File: config.mk
export PLATFORM = sky130hd
export DESIGN_NAME = mult_div_unit
export DESIGN_NICKNAME = d
export VERILOG_FILES = /design/src/rtl/mult_div_pkg.sv /design/src/rtl/sdiv_iter.sv /design/src/rtl/mult_div_unit.sv
export SDC_FILE = /design/constraint.sdc
export NUM_CORES = 1
export LEC_CHECK = 0
export ABC_AREA = 0
export ABC_CLOCK_PERIOD_IN_PS = 5950
export BUFFER_PORTS_ARGS = -buffer_cell sky130_fd_sc_hd__buf_2
export CAP_MARGIN = 20
export CORE_MARGIN = 2
export CORE_UTILIZATION = 50
export CTS_CLUSTER_SIZE = 30
export DETAILED_ROUTE_END_ITERATION = 12
export GPL_ROUTABILITY_DRIVEN = 0
export PLACE_DENSITY_LB_ADDON = 0.2
export SETUP_SLACK_MARGIN = 0.02
export SKIP_CTS_REPAIR_TIMING = 1
export SYNTH_ARGS = -nofsm -noshare
export SYNTH_HDL_FRONTEND = slang
export SYNTH_SLANG_ARGS = --single-unit
File: constraint.sdc
create_clock -name clk -period 5.95 [get_ports clk]
set_input_delay 0.8925 -clock clk [delete_from_list [all_inputs] [get_ports clk]]
set_output_delay 0.8925 -clock clk [all_outputs]
set_load 0.03 [all_outputs]
File: src/rtl/mult_div_pkg.sv
// Shared definitions for the multicycle signed multiply/divide engine.
package mult_div_pkg;

  // Default operand width; HI and LO are each this wide.
  localparam int unsigned DefWidth = 32;

  // FSM state encoding, 3 bits.
  typedef enum logic [2:0] {
    StIdle = 3'd0,
    StMult = 3'd1,
    StDiv  = 3'd2,
    StFix  = 3'd3,
    StDone = 3'd4
  } state_e;

  // The step counter runs 0..width-1; one spare bit keeps the width safe for any power of two.
  function automatic int unsigned cnt_width(input int unsigned width);
    return $clog2(width) + 1;
  endfunction

  localparam int unsigned DefCntW = cnt_width(DefWidth);

endpackage

File: src/rtl/sdiv_iter.sv
// Single combinational restoring-division step on unsigned magnitudes.
module sdiv_iter #(
  parameter int unsigned WIDTH = 32
) (
  input  logic [WIDTH-1:0] rem_i,
  input  logic [WIDTH-1:0] quot_i,
  input  logic [WIDTH-1:0] divisor_i,
  output logic [WIDTH-1:0] rem_o,
  output logic [WIDTH-1:0] quot_o
);

  logic [WIDTH:0]   shifted;
  logic [WIDTH-1:0] diff;
  logic             ge;

  // Shift the next dividend bit into the remainder and subtract when it fits.
  always_comb begin
    shifted = {rem_i, quot_i[WIDTH-1]};
    ge      = (shifted >= {1'b0, divisor_i});
    // The difference is below divisor_i whenever it is used, so WIDTH bits are enough.
    diff    = shifted[WIDTH-1:0] - divisor_i;
    rem_o   = ge ? diff : shifted[WIDTH-1:0];
    quot_o  = {quot_i[WIDTH-2:0], ge};
  end

endmodule

File: src/rtl/mult_div_unit.sv
// Multicycle signed multiply (radix-2 Booth) / divide (restoring) engine feeding HI/LO.
// Optional feature macro: MULT_DIV_DIVZERO_EXC_EN (zero divisor short-cuts to DONE with div_zero).
module mult_div_unit
  import mult_div_pkg::*;
#(
  parameter int unsigned WIDTH = DefWidth
) (
  input  logic             clk,
  input  logic             reset_n,
  input  logic             mult_control,
  input  logic             DivOp,
  input  logic [WIDTH-1:0] A_in,
  input  logic [WIDTH-1:0] B_in,
  output logic [WIDTH-1:0] HI,
  output logic [WIDTH-1:0] LO,
  output logic             mult_end,
  output logic             busy,
  output logic             div_zero
);

  localparam int unsigned     CntW    = cnt_width(WIDTH);
  localparam logic [CntW-1:0] LastCnt = CntW'(WIDTH - 1);

  state_e           state_q, state_d;
  logic [CntW-1:0]  cnt_q, cnt_d;
  logic [WIDTH:0]   acc_q, acc_d;     // Booth high half (sign-extended) / division remainder
  logic [WIDTH-1:0] qr_q, qr_d;       // Booth multiplier / dividend-then-quotient
  logic             qm1_q, qm1_d;     // Booth q[-1]
  logic [WIDTH-1:0] m_q, m_d;         // multiplicand / |divisor|
  logic             a_neg_q, a_neg_d;
  logic             b_neg_q, b_neg_d;
  logic [WIDTH-1:0] hi_q, hi_d;
  logic [WIDTH-1:0] lo_q, lo_d;

  logic             start_mul, start_div, zero_div, last_step;
  logic [WIDTH:0]   booth_sum;
  logic [WIDTH-1:0] rem_nx, quot_nx;

  assign start_mul = (state_q == StIdle) && mult_control;
  assign start_div = (state_q == StIdle) && !mult_control && DivOp;
  assign last_step = (cnt_q == LastCnt);

`ifdef MULT_DIV_DIVZERO_EXC_EN
  assign zero_div = start_div && (B_in == '0);
`else
  assign zero_div = 1'b0;
`endif

  sdiv_iter #(
    .WIDTH (WIDTH)
  ) u_sdiv_iter (
    .rem_i     (acc_q[WIDTH-1:0]),
    .quot_i    (qr_q),
    .divisor_i (m_q),
    .rem_o     (rem_nx),
    .quot_o    (quot_nx)
  );

  // State and datapath registers with asynchronous active-low reset.
  always_ff @(posedge clk or negedge reset_n) begin
    if (!reset_n) begin
      state_q <= StIdle;
      cnt_q   <= '0;
      acc_q   <= '0;
      qr_q    <= '0;
      qm1_q   <= 1'b0;
      m_q     <= '0;
      a_neg_q <= 1'b0;
      b_neg_q <= 1'b0;
      hi_q    <= '0;
      lo_q    <= '0;
    end else begin
      state_q <= state_d;
      cnt_q   <= cnt_d;
      acc_q   <= acc_d;
      qr_q    <= qr_d;
      qm1_q   <= qm1_d;
      m_q     <= m_d;
      a_neg_q <= a_neg_d;
      b_neg_q <= b_neg_d;
      hi_q    <= hi_d;
      lo_q    <= lo_d;
    end
  end

  // Next-state logic; multiply wins when both strobes are high.
  always_comb begin
    state_d = state_q;
    unique case (state_q)
      StIdle: begin
        if (mult_control) state_d = StMult;
        else if (DivOp)   state_d = zero_div ? StDone : StDiv;
      end
      StMult:  if (last_step) state_d = StDone;
      StDiv:   if (last_step) state_d = StFix;
      StFix:   state_d = StDone;
      StDone:  state_d = StIdle;
      default: state_d = StIdle;
    endcase
  end

  // Datapath: operand capture, Booth step, restoring step, sign fix, HI/LO load.
  always_comb begin
    cnt_d   = cnt_q;
    acc_d   = acc_q;
    qr_d    = qr_q;
    qm1_d   = qm1_q;
    m_d     = m_q;
    a_neg_d = a_neg_q;
    b_neg_d = b_neg_q;
    hi_d    = hi_q;
    lo_d    = lo_q;

    unique case ({qr_q[0], qm1_q})
      2'b01:   booth_sum = acc_q + {m_q[WIDTH-1], m_q};
      2'b10:   booth_sum = acc_q - {m_q[WIDTH-1], m_q};
      default: booth_sum = acc_q;
    endcase

    if (start_mul) begin
      cnt_d = '0;
      acc_d = '0;
      qr_d  = B_in;
      qm1_d = 1'b0;
      m_d   = A_in;
    end else if (start_div) begin
      cnt_d   = '0;
      acc_d   = '0;
      a_neg_d = A_in[WIDTH-1];
      b_neg_d = B_in[WIDTH-1];
      qr_d    = A_in[WIDTH-1] ? -A_in : A_in;
      m_d     = B_in[WIDTH-1] ? -B_in : B_in;
    end else if (state_q == StMult) begin
      cnt_d = last_step ? '0 : cnt_q + 1'b1;
      // Arithmetic shift right of {acc, qr, q[-1]}.
      acc_d = {booth_sum[WIDTH], booth_sum[WIDTH:1]};
      qr_d  = {booth_sum[0], qr_q[WIDTH-1:1]};
      qm1_d = qr_q[0];
    end else if (state_q == StDiv) begin
      cnt_d = last_step ? '0 : cnt_q + 1'b1;
      acc_d = {1'b0, rem_nx};
      qr_d  = quot_nx;
    end else if (state_q == StFix) begin
      qr_d  = (a_neg_q ^ b_neg_q) ? -qr_q : qr_q;
      acc_d = {1'b0, a_neg_q ? -acc_q[WIDTH-1:0] : acc_q[WIDTH-1:0]};
    end

    // HI/LO are loaded on entry to DONE so they are valid alongside mult_end.
    if ((state_d == StDone) && (state_q != StDone) && !zero_div) begin
      hi_d = acc_d[WIDTH-1:0];
      lo_d = qr_d;
    end
  end

`ifdef MULT_DIV_DIVZERO_EXC_EN
  logic dz_q;

  // Remember that DONE was reached through the zero-divisor short-cut.
  always_ff @(posedge clk or negedge reset_n) begin
    if (!reset_n) dz_q <= 1'b0;
    else          dz_q <= zero_div;
  end
`endif

  // Outputs decoded from state.
  always_comb begin
    HI       = hi_q;
    LO       = lo_q;
    mult_end = (state_q == StDone);
    busy     = (state_q != StIdle);
`ifdef MULT_DIV_DIVZERO_EXC_EN
    div_zero = dz_q && (state_q == StDone);
`else
    div_zero = 1'b0;
`endif
  end

endmodule

## Word-level counts from Yosys, hierarchy flattened

Index checks and enable logic that the tools add are counted.

| operators by class | value |
|---|---|
| add/sub/neg operators | 8 |
| order comparisons | 1 |
| equal/unequal tests | 10 |
| mux-type cells | 31 |
| bitwise logic cells | 2 |
| reduce and logical (&&, ||, !) cells | 13 |

Operators with widths:

| kind | count |
|---|---|
| $mux W32 | 12 |
| $mux W33 | 5 |
| $neg A32 Y32 | 4 |
| $pmux W33 S2 | 1 |
| $add A33 B33 Y33 | 1 |
| $ge A33 B32 Y1 | 1 |
| $sub A33 B33 Y33 | 1 |
| $sub A32 B32 Y32 | 1 |
| $mux W6 | 5 |
| $mux W3 | 4 |
| $pmux W3 S4 | 1 |
| $add A6 B1 Y6 const B | 1 |
| $eq A3 B2 Y1 const B | 2 |
| $eq A3 B3 Y1 const B | 2 |
| $eq A6 B5 Y1 const B | 1 |
| $reduce_bool A5 Y1 | 1 |
| $logic_and A1 B1 Y1 | 4 |
| $reduce_and A2 Y1 | 2 |
| $reduce_bool A2 Y1 | 2 |
| $reduce_bool A4 Y1 | 1 |
| $eq A3 B1 Y1 const B | 1 |
| $logic_not A3 Y1 | 1 |
| $mux W1 | 3 |
| $ne A3 B3 Y1 const B | 1 |
| 7 further kinds | 7 |

| word-level totals | value |
|---|---|
| register bits after elaboration | 173 |
| bits of input ports | 68 |
| output and inout port bits | 67 |
| logic and storage cells | 76 |

## Longest topological paths before layout

| logic depth | value |
|---|---|
| depth in word-level cells | 7 |
| gate-level depth with buffers | 18 |
| gate-level depth less buffers | 18 |

## Cells and area by module

A second synthesis with hierarchy kept.

| unflattened totals | value |
|---|---|
| cell total of the unflattened synthesis | 2011 |
| area, all modules | 15962.8 sq um |

Modules (own cells, without submodules):

| module | times used | cells an instance | area each (sq um) |
|---|---|---|---|
| mult_div_unit | 1 | 1598 | 13252.7 |
| sdiv_iter | 1 | 413 | 2710.1 |

## Worst setup path before layout

OpenSTA, ideal clock, no wires.

| path | value |
|---|---|
| path type | register to register |
| start | register m_q[16] |
| end | register acc_q[31] |
| setup time | 0.119 ns |
| arrival | 4.159 ns |
| required time | 5.831 ns |
| slack | 1.672 ns |
| stages on the path, launching flop included | 17 |
| period minus slack after synthesis | 4.278 ns |
| path through | dfrtp_1 nor4_1 nand2_1 nor4_1 and3_1 nor2_1 xnor2_1 ha_1 and2_1 nor3_1 o21bai_1 or4_1 a211o_1 a211o_1 and3_1 o21ai_0 a21bo_2 |

| between the ends | value |
|---|---|
| longest elaborated chain between the ends | 6 |
| elaborated cells between the ends (all ways) | 10 |
| those cells by class | add/sub: 3; order compare: 1; mux: 6 |

Ends and longest elaborated chain:

| element | RTL line | text |
|---|---|---|
| from (decl) | mult_div_unit.sv:29 | `logic [WIDTH-1:0] m_q, m_d;` |
| from (signal assigned) | mult_div_unit.sv:78 | `m_q <= m_d;` |
| $sub A32 B32 Y32 or $ge A33 B32 Y1 (tied branches) | sdiv_iter.sv:21, sdiv_iter.sv:19 |  |
| $mux W32 | sdiv_iter.sv:22 | `rem_o = ge ? diff : shifted[WIDTH-1:0];` |
| $mux W33 | mult_div_unit.sv:139 | `end else if (state_q == StDiv) begin` |
| $mux W33 (*) | mult_div_unit.sv:133 | `end else if (state_q == StMult) begin` |
| $mux W33 (*) | mult_div_unit.sv:126 | `end else if (start_div) begin` |
| $mux W33 (*) | mult_div_unit.sv:120 | `if (start_mul) begin` |
| net acc_d[31] | mult_div_unit.sv:26 | `logic [WIDTH:0] acc_q, acc_d;` |
| to (signal assigned) | mult_div_unit.sv:64 | `acc_q <= '0;` |
| to (signal assigned) | mult_div_unit.sv:75 | `acc_q <= acc_d;` |
| to (decl) | mult_div_unit.sv:26 |  |

The timed path passes the listed nets; every way through them passes the cells marked *.
A chain may end at the register's enable or synchronous reset.

## Final worst setup path

Ends and elaborated chain as after synthesis.

==> flow_summary.toml <==
[outcome]
run_status = "completed"

[synthesis]
count_of_flip_flops_with_a_built_in_enable_after_synthesis = 0
avg_cell_area_syn_um2 = 7.83
ys_seq_elements = 173
synth.area.top_cells = "dfrtp_1 (29%), o21ai_0 (6.8%), xnor2_1 (6.4%)"
async_reset_ff_share_pct = 100
postSynth.topFlopCell = "dfrtp_1"
main_combinational_cell_family_by_area_after_synthesis = "compound AO/OA/AOI/OAI gates"
seq_area_frac_synth_pct = 28.6
mappedNetlistArea_um2 = 15200
yosys.area_share.simple_pct = 19.7
synth_largest_type_area_fraction_pct = 28.6
post_synthesis_adder_cell_area_fraction_pct = 6.13
ys.warnings.count = 0
synth_fp_nets = 2075
synth_xor_xnor_area_share_pct = 10.7
yosys-mux-area-fraction_pct = 2.56
yosys.area.top_type = "dfrtp_1"
netlist_instances = 1934
synth_compound_gate_area_share_pct = 28.1
ys_types = 78

[floorplan]
dieArea_um2 = 31700
core_region_area_um2 = 29700
effective_utilization_at_floorplan_pct = 51.0
die_width_um = 178
ioPinCount = 135
rows = 63
die_y_um = 178

[worst_setup_path]
cp_max_fo = 6
crit_arrival_ns = 5.40
type_of_the_worst_setup_path = "flip-flop to flip-flop"
setup.reg_to_reg.worst_slack_ns = 0.90
cp_data_required_time_ns = 6.30
worst_setup_path_end_kind = "flip-flop"
critPathLaunchType = "flip-flop"
worstRegToRegCells = 16

[timing]
timing.final.setup_violations = 0
skew_ns = 0.0162
rsz0062_at_grt = "false"
setup_tns_ns = 0
drv_slew = 0
final.period_utilization_pct = 84.9
slew_headroom_pct = 22.9
report.final.hold_viol_count = 0
timing_worst_slew_pin_value_ns = 1.16
achievable-frequency_mhz = 198
finalCriticalPeriod_ns = 5.05

[layout]
final_net_count = 2147
post-route-cell-area_um2 = 16700
layout.core_utilization_pct = 56.4
layoutNonFillerInstCount = 2411
fillerInstances = 2724
area.growth.synth_to_final_pct = 10.5
ratio_of_cells_with_drive_above_1_in_the_final_layout_pct = 12.0

[drt]
drt_first_iter_violations = 1898
drt-vias-per-instance = 6.68
postRouteAntennaNets = 0
drcViolationCount = 0
dr_total_vias = 16100
route.detailed.wl_per_inst_um = 22.9
drt-pass1-iter-count = 8
routed_wl_um = 55200

[clock_network]
clock_tree.root_cell = "clkbuf_16"
cts_tree = "built"
clk_pin_slew_ns = 0.08
cts.path.max_buffers = 2
insertion_delay_ns = 0.47
cts_inserted_buffers = 17
numClockSinks = 173
cts_max_level = 4

[job]
max_cap_violations = 0

[place]
postPlaceCellArea_um2 = 16100
placed_wire_length_estimate_after_detailed_placement_um = 41600
buffer_ports.inserted = 133
dp.cells = 2377

[global_route]
grt_overflow_total = 0
first_global_vias = 14900
grt_first_pass_wirelength_um = 84600
antenna_found_initial = 3
largest_net_degree_at_the_start_of_global_routing = 65
track_usage_pct = 34.7

[hold_path]
timing.hold.worst.class = "input pin to asynchronous set/reset pin"
==> metal layers <==
| layer | routed length [µm] | vias up | part of all wire, % | global-route usage [%] |
|---|---|---|---|---|
| met5 | 27 | - | 0.049 | 0 |
| met4 | 3220 | 4 | 5.8 | 19.1 |
| met3 | 6000 | 173 | 11 | 6.48 |
| li1 | - | 7287 | - | - |
| met2 | 23900 | 1019 | 43 | 52.9 |
| met1 | 22000 | 7620 | 40 | 46.4 |
==> Yosys cell counts (all sizes together) (14+ instances only) <==
cell type / n
a211oi: 24
a21o: 23
a21oi: 148
a221oi: 14
a22oi: 18
a31oi: 47
and2: 15
and3: 20
buf: 15
clkbuf: 94
dfrtp: 173
ha: 71
inv: 56
mux2: 27
nand2: 232
nand2b: 21
nand3: 33
nor2: 156
nor3: 27
nor4: 25
o211ai: 17
o21ai: 208
o221ai: 21
o22ai: 21
o31ai: 30
o41ai: 27
or3: 21
or4: 21
xnor2: 111
xor2: 74
==> worst paths after layout <==
| path | start | end |
|---|---|---|
| max | m_q[16]$_DFFE_PN0P_ | acc_q[31]$_DFF_PN0_ |
| min | reset_n | acc_q[12]$_DFF_PN0_ |
| max reg2reg | m_q[16]$_DFFE_PN0P_ | acc_q[31]$_DFF_PN0_ |
| min reg2reg | LO[13]$_DFFE_PN0P_ | LO[13]$_DFFE_PN0P_ |
| max in group asynchronous | reset_n | qr_q[6]$_DFF_PN0_ |
| min in group clk | LO[13]$_DFFE_PN0P_ | LO[13]$_DFFE_PN0P_ |
==> layout make-up <==
type | instances | area (µm²) | share of cell area [%]
clock buffers | 17 | 425 | 2.54
clock inverters | 15 | 176 | 1.05
flip-flops and latches | 173 | 4330 | 25.9
multi-input cells | 1595 | 10200 | 61.0
inverters | 57 | 214 | 1.28
well taps | 390 | 488 | 2.91
diodes | 2 | 5.00 | 0.0299
repair buffers | 162 | 892 | 5.33
==> state kept, by name (all words and copies together), names as in the netlist <==
register,flops
acc_q,33
HI,32
LO,32
m_q,32
qr_q,32
cnt_q,6
state_q,3
a_neg_q,1
b_neg_q,1
qm1_q,1
==> cells by family after synthesis <==
kind of cell | count (synthesis)
xor+xnor | 185
mux | 35
other cells | 1
fa+ha+maj | 73
flops | 173
simple gates | 626
compound gates | 675
buf+inv | 166
==> through the flow <==
stage / setup WS [ns] / hold slack [ns]
floorplan: 1.67 / 0.467
global placement: 1.17 / 0.456
detailed placement: 1.05 / 0.461
CTS: 1.02 / 0.383
global route: 0.417 / 0.403
finish: 0.899 / 0.368
==> cell usage in the layout, fill, tap and decap left out, types with 33 or more instances in the layout <==
| cell type | instances |
|---|---|
| a21oi_1 | 148 |
| a31oi_1 | 47 |
| buf_2 | 132 |
| dfrtp_1 | 173 |
| ha_1 | 71 |
| inv_1 | 54 |
| nand2_1 | 232 |
| nand3_1 | 33 |
| nor2_1 | 153 |
| o21ai_0 | 207 |
| xnor2_1 | 111 |
| xor2_1 | 74 |
==> worst max-delay path: stages, from the launching register on <==
cell	delay (ns)
dfrtp_1	0.43
nor4_1	0.74
nand2_1	0.19
nor4_1	0.51
and3_1	0.30
nor2_1	0.06
xnor2_1	0.14
ha_1	0.34
and2_1	0.21
nor3_1	0.18
o21bai_1	0.16
or4_1	0.49
a211o_1	0.26
a211o_1	0.29
and3_1	0.20
o21ai_0	0.19
a21bo_2	0.24
Power is not shown: default switching activity piles up to over one toggle a cycle in this logic, so the estimate is an artifact.
